--- src/rtl/grf_scoreboard.sv ---
// grf_scoreboard: tracks the newest in-flight producer of each GPR and
// derives the D-stage stall and per-operand forwarding source.
module grf_scoreboard #(
  parameter int AW     = 5,
  parameter int TW     = 2,
  parameter int BUSY_W = 3
) (
  input  logic              clk,
  input  logic              reset,
  input  logic              id_valid,
  input  logic [AW-1:0]     id_rs,
  input  logic [AW-1:0]     id_rt,
  input  logic [TW-1:0]     id_tuse_rs,
  input  logic [TW-1:0]     id_tuse_rt,
  input  logic              id_wr_en,
  input  logic [AW-1:0]     id_wr_addr,
  input  logic [TW-1:0]     id_tnew,
  input  logic              id_mdu_use,
  input  logic [BUSY_W-1:0] mdu_busy,
  input  logic              e_kill,
  output logic              stall_d,
  output logic [1:0]        fwd_rs,
  output logic [1:0]        fwd_rt,
  output logic [(1<<AW)-1:0] pend_vec
);

  localparam int NR = 1 << AW;

  localparam logic [1:0] AGE_E = 2'd1;
  localparam logic [1:0] AGE_W = 2'd3;

  logic [NR-1:0]          valid_q;
  logic [NR-1:0]          valid_d;
  logic [NR-1:0][1:0]     age_q;
  logic [NR-1:0][1:0]     age_d;
  logic [NR-1:0][TW-1:0]  rem_q;
  logic [NR-1:0][TW-1:0]  rem_d;

  logic          chk_rs;
  logic          chk_rt;
  logic          haz_rs;
  logic          haz_rt;
  logic          mdu_hold;
  logic          issue;
  logic [TW-1:0] rem_rs;
  logic [TW-1:0] rem_rt;

  // Operand lookup against the tracked producer of each source register.
  always_comb begin
    rem_rs = rem_q[id_rs];
    rem_rt = rem_q[id_rt];
    chk_rs = id_valid && (id_rs != '0) &&
             (id_tuse_rs != '1) && valid_q[id_rs];
    chk_rt = id_valid && (id_rt != '0) &&
             (id_tuse_rt != '1) && valid_q[id_rt];
    haz_rs = chk_rs && (rem_rs > id_tuse_rs);
    haz_rt = chk_rt && (rem_rt > id_tuse_rt);
    fwd_rs = (chk_rs && rem_rs == '0) ? age_q[id_rs] : 2'd0;
    fwd_rt = (chk_rt && rem_rt == '0) ? age_q[id_rt] : 2'd0;
  end

  assign mdu_hold = id_valid && id_mdu_use && (mdu_busy != '0);
  assign stall_d  = haz_rs || haz_rt || mdu_hold;
  assign issue    = id_valid && !stall_d && id_wr_en &&
                    (id_wr_addr != '0);
  assign pend_vec = valid_q;

  // Age every entry one stage; a fresh issue then overrides its slot.
  always_comb begin
    valid_d = valid_q;
    age_d   = age_q;
    rem_d   = rem_q;
    for (int i = 1; i < NR; i++) begin
      if (valid_q[i]) begin
        if (e_kill && age_q[i] == AGE_E) begin
          valid_d[i] = 1'b0;
        end else if (age_q[i] == AGE_W) begin
          valid_d[i] = 1'b0;
        end else begin
          age_d[i] = age_q[i] + 2'd1;
          rem_d[i] = (rem_q[i] == '0) ? '0 : rem_q[i] - 1'b1;
        end
      end
    end
    if (issue) begin
      valid_d[id_wr_addr] = 1'b1;
      age_d[id_wr_addr]   = AGE_E;
      rem_d[id_wr_addr]   = id_tnew;
    end
    valid_d[0] = 1'b0;
    age_d[0]   = 2'd0;
    rem_d[0]   = '0;
  end

  always_ff @(posedge clk or posedge reset) begin
    if (reset) begin
      valid_q <= '0;
      age_q   <= '0;
      rem_q   <= '0;
    end else begin
      valid_q <= valid_d;
      age_q   <= age_d;
      rem_q   <= rem_d;
    end
  end

endmodule

--- config.mk ---
export PLATFORM = sky130hd
export DESIGN_NAME = grf_scoreboard
export DESIGN_NICKNAME = d
export VERILOG_FILES = /design/src/rtl/grf_scoreboard.sv
export SDC_FILE = /design/constraint.sdc
export NUM_CORES = 1
export LEC_CHECK = 0
export CAP_MARGIN = 10
export CORE_ASPECT_RATIO = 0.5
export CORE_MARGIN = 5
export CORE_UTILIZATION = 50
export DETAILED_ROUTE_END_ITERATION = 6
export PLACE_DENSITY = 0.7
export SLEW_MARGIN = 25
export SYNTH_ARGS = -nofsm -noshare
export SYNTH_HDL_FRONTEND = slang
export SYNTH_SLANG_ARGS = --single-unit
--- constraint.sdc ---
create_clock -name clk -period 11.1 [get_ports clk]
set_input_delay 2.22 -clock clk [delete_from_list [all_inputs] [get_ports clk]]
set_output_delay 2.22 -clock clk [all_outputs]
set_load 0.01 [all_outputs]
# Word-level counts from Yosys, hierarchy flattened
# Index checks and enable logic that the tools add are counted.
[classes]
reduce_logical = 87
bitwise = 4
add_sub_neg = 62
order_cmp = 6
eq_ne = 64
n_mux = 332
[op_table]
columns = ["op", "count"]
rows = [
  ["2-bit 2-to-1 mux", 224],
  ["64-bit 2-to-1 mux", 2],
  ["1-bit 2-to-1 mux", 96],
  ["2-bit logical NOT", 33],
  ["64-bit bitwise mux", 1],
  ["32-bit bitwise OR", 2],
  ["2-bit by 1-bit adder with 2-bit output, second input constant", 31],
  ["2-bit by 1-bit equality test with 1-bit output, second input constant", 31],
  ["2-bit equality test, second input constant", 31],
  ["2-bit by 1-bit subtractor with 2-bit output, second input constant", 31],
  ["1-bit logical AND", 47],
  ["2-bit binary-select mux with 5-bit select", 4],
  ["32-bit AND", 1],
  ["32-bit 2-to-1 mux", 1],
  ["32-bit inverter", 1],
  ["5-bit by 6-bit < comparator with 1-bit output, second input constant", 3],
  ["5-bit nonzero test", 3],
  ["1-bit binary-select mux with 5-bit select", 2],
  ["2-bit demux with 5-bit select", 1],
  ["1-bit demux with 5-bit select", 1],
  ["5-bit by 1-bit greater-or-equal comparator with 1-bit output, second input constant", 1],
  ["2-bit greater-than comparator", 2],
  ["2-bit != test, second input constant", 2],
  ["3-bit nonzero test", 1],
  ["2 further kinds", 3],
]
[totals]
wordCells = 618
out_inout_bits = 37
inputBits = 30
reg_bits = 155

# Logic depth before layout (Yosys ltp)
# Gate-level depths: netlist of run 1.
[depth]
depth_word = 12
mapped_depth = 18
depth_no_buf = 13

# Worst setup path before layout of run 1
# Ideal clock, no wire load.
[synth_timing]
path_type = "input-to-output"
from = "input port id_rt[0]"
to = "output port stall_d"
setup_slack_ps = 3036
t_required_ps = 8880
arrival_time_ps = 5844
cell_stages = 14
path_buffers = 3
cell_sequence = "buf_6 buf_2 buf_1 mux4_2 mux4_2 nor2_1 nor2_1 ha_1 nor2b_1 a2bb2oi_1 nand2_1 o311ai_4 a21oi_1 inv_1"
[synth_between]
elab_chain_len = 7
elab_cells_between_ends = 12
cone_classes = "order compare: 1; mux: 4; reduce/logical: 7"
[synth_rtl]
columns = ["item", "line", "source"]
rows = [
  ["start, declared", "12", "input logic [AW-1:0] id_rt,"],
  ["branches (longest 4 deep; another with 2-bit greater-than comparator)", "--", ""],
  ["1-bit logical AND *", "57", "haz_rt = chk_rt && (rem_rt > id_tuse_rt);"],
  ["1-bit logical OR * (2 in a row)", "63", "assign stall_d = haz_rs || haz_rt || mdu_hold;"],
  ["end, declared", "21", "output logic stall_d,"],
]
# Every way passes the cells marked *. The select of a mux whose other input is x is not followed.

# Worst setup path after layout of run 1
# Ends and elaborated chain as after synthesis.

==> results of run 1 <==
final cells by class:
| type | instances | area [um2] |
|---|---|---|
| fill | 1626 | 8048 |
| multi-input combinational | 714 | 5645 |
| sequential | 155 | 3879 |
| timing repair buffer | 81 | 760.7 |
| clock buffer | 25 | 485.5 |
| tap | 266 | 332.8 |
| clock inverter | 7 | 160.2 |
| inverter | 14 | 57.56 |
sequential cells by signal, summed over array words and instances, names as in the netlist:
signal,count
pend_vec,31
rem_q,62
age_q,62
worst register-to-register path, cell delays in order, from the launching register on:
cell,delay (ns)
dfrtp_1,0.44
mux4_2,0.48
mux4_2,0.50
nor2_1,0.14
nor2_1,0.07
ha_1,0.29
nor2b_1,0.14
a2bb2oi_1,0.15
nand2_1,0.17
o311ai_4,0.18
a2111oi_4,0.78
buf_4,0.36
nand2_1,0.18
mux2_1,0.35
cell families after synthesis:
| logic type | synth area share |
|---|---|
| other cells | 0.0003824 |
| fa+ha+maj | 0.005104 |
| simple gates | 0.1676 |
| compound gates | 0.1359 |
| buf+inv | 0.02935 |
| flops | 0.3955 |
| mux | 0.2661 |
synthesized netlist by cell type (all sizes together) (5+ instances only):
cell type / number
a31oi: 30
dfrtp: 155
clkbuf: 32
a22o: 6
nor3: 5
inv: 14
a21oi: 19
and2: 17
nand3: 43
nor2: 63
nand4: 6
nor4bb: 29
nand2: 147
mux2i: 29
buf: 21
mux2: 44
o21ai: 137
mux4: 81
and3: 7
power by group through the flow:
stage	sequential (mW)	clock [mW]	combinational (mW)
2_1_floorplan	0.730	0	0.269
3_5_place_dp	0.787	0	0.344
5_1_grt	0.798	0.678	0.383
3_3_place_gp	0.782	0	0.335
4_1_cts	0.779	0.651	0.347
6_report	0.787	0.646	0.348
routing by layer:
layer  up-vias  wire (um)
met5         -          0
met4         0        952
met3        73       3007
met2       398      13370
met1      4163      12260
li1       3645          -
how the worst max path moves through the flow:
stage | slack, ns | endpoint | start
floorplan | 3.04 | stall_d | id_rt[0]
global route | 1.95 | stall_d | id_rt[0]
global placement | 2.26 | stall_d | id_rt[0]
detailed placement | 2.20 | stall_d | id_rt[0]
finish | 2.23 | stall_d | id_rt[0]
CTS | 2.19 | stall_d | id_rt[0]
==> impl_metrics.yaml, run 1 <==
run_status:
  outcome: "finished clean"
power:
  p_switching_uw: 530.2
  vdd_drop_max_mv: 0.08043
  leakage_nw: 4.861
  p_int_mw: 1.250
  power.total_mw: 1.781
  seqPwrFrac: 0.442
  clkPwrFrac: 0.363
  swShare: 0.2978
  power_frac_comb: 0.195
  cellPowerDensity_nw_per_um2: 157.3
detailed_routing:
  first_pass_iters: 5
  routed_wl_um: 29590
  vias_per_cell: 6.560
  wire_per_inst_um: 23.45
  drc: 0
  ant_nets: 0
  route.vias.total: 8279
  drt-initial-drc-count: 856
grt:
  met2_usage: 0.4083
  grt.overflow.total: 0
  busiest_layer: "met2"
  grt_use_met3: 0.07818
  grt.total_usage: 0.2670
  grt_max_degree: 83
  grt_pass1_vias: 8027
  grt_first_pass_wirelength_um: 46040
  antenna_found_initial: 0
  grt_use_met1: 0.3608
placement:
  post-dp-hpwl_um: 20920
  place_inst: 1229
  pre_cts_slack_ns: 2.196
  portBuffers: 65
  place_area_um2: 10650
  gp_congestion: 0.9578
clock_tree:
  clk_latency_ns: 0.44
  htree_levels: 4
  cts_setup_buffers: 0
  cts_made_buffers: 17
  clockBufferDepth: 2
  cts.sink_count: 155
  cts_hold_buf: 0
  cts_root_buffer: "clkbuf_16"
  clkTransAtPathRegs_ns: 0.06
  cts_tree: "done"
  cts_resized: 0
cells_and_area:
  design_area_um2: 11320
  final_cell_mix: "155 x dfrtp_1, 146 x nand2_1, 137 x o21ai_0"
  antenna_cells: 0
  stdcell_count: 1262
  layout_commonest_cell: "dfrtp_1"
  fin_util: 0.5845
  nets: 1017
  drive_above_1_share: 0.1677
  syn2layout_area_growth_pct: 15.44
synth:
  ys_types: 57
  netlist_top_cells_area: "dfrtp_1 40%, mux4_2 19%, o21ai_0 7.0%"
  yosys_warnings: 0
  yosysTopAreaCell: "dfrtp_1"
  synth_async_sr_flop_share: 1.000
  yosysTopAreaCellShare: 0.3955
  synth.cell_area_um2: 9807
  synth_cells: 936
  synth_nets: 970
  ys_ff_latch: 155
  synth_top_flop_cell: "dfrtp_1"
  syn_avg_cell_area_um2: 10.48
  synth_edf_count: 0
  yosysSeqAreaShare: 0.3955
timing:
  min_period_ns: 8.872
  rsz0062_at_grt: "no"
  max_freq_ghz: 0.1127
  tightest_slew_ns: 1.005
  timing.setup.tns_ns: 0
  relSlewSlack: 0.3288
  slew_viol_final: 0
  setup_viol: 0
  whs_ns: 0.5766
  finalHoldViolCount: 0
  fin_worst_skew_ns: 0.01221
  fin_ws_ns: 2.228
  fin_crit_sh: 0.7993
critical_path:
  cp_num_buf_inv: 4
  arrival_ns: 6.65
  critPathLaunchType: "input pin"
  crit_chain: "buf_2, buf_4, mux4_2, mux4_2, nor2_1, nor2_1, ha_1, nor2b_1, a2bb2oi_1, nand2_1, o311ai_4, a21oi_1, inv_1, clkdlybuf4s50_1"
  required_ns: 8.88
  critPathTopFamily: "buffers and inverters"
  cp-end-kind: "output pin"
  r2r-end: "rem_q[60]"
  reg2regPathDepth: 13
  rrSetupSlack_ns: 6.79
  max_stage_delay_ns: 0.54
  rr_startpoint: "rem_q[53]"
  cp.depth: 14
  timing_worst_setup_path_type: "input pin to output pin"
  crit_slowest_cell: "mux4_2"
  cp_max_fo: 25
floorplan:
  die_y_um: 109.0
  die_x_um: 208.1
  core_area_um2: 19370
  initial_utilization: 0.5063
  ios: 67
  num_rows: 36
  die_area_um2: 22680
hold_path:
  hold_depth: 1
  worstHoldStart: "age_q[57]"
  holdPathEnd: "age_q[57]"
  holdCritPathClass: "flop to flop"
job:
  cap_viol_max_count: 0
Power figures use the tool's default switching activity.
==> run 2, diff against run 1 <==
==> constraint.sdc (replaced) <==
create_clock -name clk -period 9.3 [get_ports clk]
set_input_delay 1.86 -clock clk [delete_from_list [all_inputs] [get_ports clk]]
set_output_delay 1.86 -clock clk [all_outputs]
set_load 0.01 [all_outputs]
==> impl_metrics.yaml, run 2 (same netlist as run 1, synthesis figures left out) <==
clock_tree:
  clkTransAtPathRegs_ns: 0.06
  cts.sink_count: 155
  clockBufferDepth: 2
  cts_made_buffers: 17
  cts_tree: "done"
  htree_levels: 4
  cts_root_buffer: "clkbuf_16"
  cts_resized: 0
  cts_hold_buf: 0
  clk_latency_ns: 0.44
  cts_setup_buffers: 0
timing:
  setup_viol: 0
  relSlewSlack: 0.2937
  min_period_ns: 8.079
  timing.setup.tns_ns: 0
  tightest_slew_ns: 1.057
  finalHoldViolCount: 0
  fin_worst_skew_ns: 0.008786
  whs_ns: 0.5773
  slew_viol_final: 0
  fin_crit_sh: 0.8687
  max_freq_ghz: 0.1238
  rsz0062_at_grt: "no"
detailed_routing:
  first_pass_iters: 7
  wire_per_inst_um: 23.61
  routed_wl_um: 29770
  vias_per_cell: 6.634
  drc: 0
  route.vias.total: 8365
  ant_nets: 0
  drt-initial-drc-count: 851
critical_path:
  arrival_ns: 6.22
  cp-end-kind: "output pin"
  critPathLaunchType: "input pin"
  cp_max_fo: 24
  timing_worst_setup_path_type: "input pin to output pin"
  required_ns: 7.44
placement:
  portBuffers: 65
  post-dp-hpwl_um: 21030
  gp_congestion: 0.9603
  place_inst: 1229
  place_area_um2: 10650
power:
  leakage_nw: 4.853
  vdd_drop_max_mv: 0.1088
  cellPowerDensity_nw_per_um2: 189.5
cells_and_area:
  fill_cells: 1623
  syn2layout_area_growth_pct: 15.32
  layout_commonest_cell: "dfrtp_1"
  antenna_cells: 0
  final_cell_mix: "155 x dfrtp_1, 146 x nand2_1, 137 x o21ai_0"
  nets: 1016
  design_area_um2: 11310
  stdcell_count: 1261
  drive_above_1_share: 0.1709
grt:
  grt.total_usage: 0.2725
  grt_first_pass_wirelength_um: 47270
  grt.overflow.total: 0
  grt_max_degree: 88
  grt_pass1_vias: 8126
  antenna_found_initial: 0
job:
  cap_viol_max_count: 0
floorplan:
  initial_utilization: 0.5063
  die_area_um2: 22680
  die_x_um: 208.1
  ios: 67
  num_rows: 36
  core_area_um2: 19370
  die_y_um: 109.0
run_status:
  outcome: "finished clean"
hold_path:
  holdCritPathClass: "flop to flop"
run 2: through the flow:
| stage | setup WS [ns] | utilization | total power, mW |
|---|---|---|---|
| after floorplan | 1.956 | - | 1.193 |
| after global placement | 1.349 | 0.5495 | 1.333 |
| after detailed placement | 1.222 | 0.5496 | 1.349 |
| after CTS | 1.213 | 0.5837 | 2.134 |
| after global routing | 0.9284 | 0.5839 | 2.233 |
| final | 1.221 | 0.5839 | 2.143 |
run 2: worst paths after layout:
kind / from / endpoint / cells after the start / slack (ns)
max: id_rt[0] / stall_d / 12 / 1.22
min: age_q[25] / age_q[25] / 1 / 0.58
max reg2reg: rem_q[31] / rem_q[6] / 13 / 4.89
min reg2reg: age_q[25] / age_q[25] / 1 / 0.58
max in group asynchronous: reset / age_q[43] / 3 / 5.98
min in group asynchronous: reset / pend_vec[7] / 2 / 1.94
run 2: area by class of cell:
type                    count  area, um2  area share
clock buffers              21      470.5     0.04160
clock inverters            11      188.9     0.01671
inverters                  14      57.56    0.005089
multi-input cells         714       5645      0.4992
flip-flops and latches    155       3879      0.3430
well taps                 266      332.8     0.02943
repair buffers             80      735.7     0.06505
run 2: metal layers:
metal	wire, um	global-route usage	up-vias
li1	-	-	3637
met1	12460	0.3867	4226
met2	13810	0.4330	448
met3	2835	0.05260	54
met4	660	0.08290	0
met5	0	0	-
run 2: worst max-delay path: stages:
cell	delay (ns)
buf_2	0.62
buf_4	0.41
mux4_2	0.53
mux4_2	0.50
mux2i_1	0.23
ha_1	0.28
a2bb2oi_1	0.22
nand2_1	0.17
o311ai_4	0.52
a21oi_1	0.21
inv_1	0.11
clkdlybuf4s50_1	0.54
run 2: power breakdown:
group	internal (mW)	switching, mW
combinational	0.220	0.195
clock	0.497	0.292
sequential	0.775	0.165
==> run 3, diff against run 2 <==
--- a/config.mk
+++ b/config.mk
@@ -5,7 +5,6 @@
 export SDC_FILE = /design/constraint.sdc
 export NUM_CORES = 1
 export LEC_CHECK = 0
-export CAP_MARGIN = 10
 export CORE_ASPECT_RATIO = 0.5
 export CORE_MARGIN = 5
 export CORE_UTILIZATION = 50
==> results of run 3 <==
No change in the layout: final DEF, timing and power equal those of run 2.
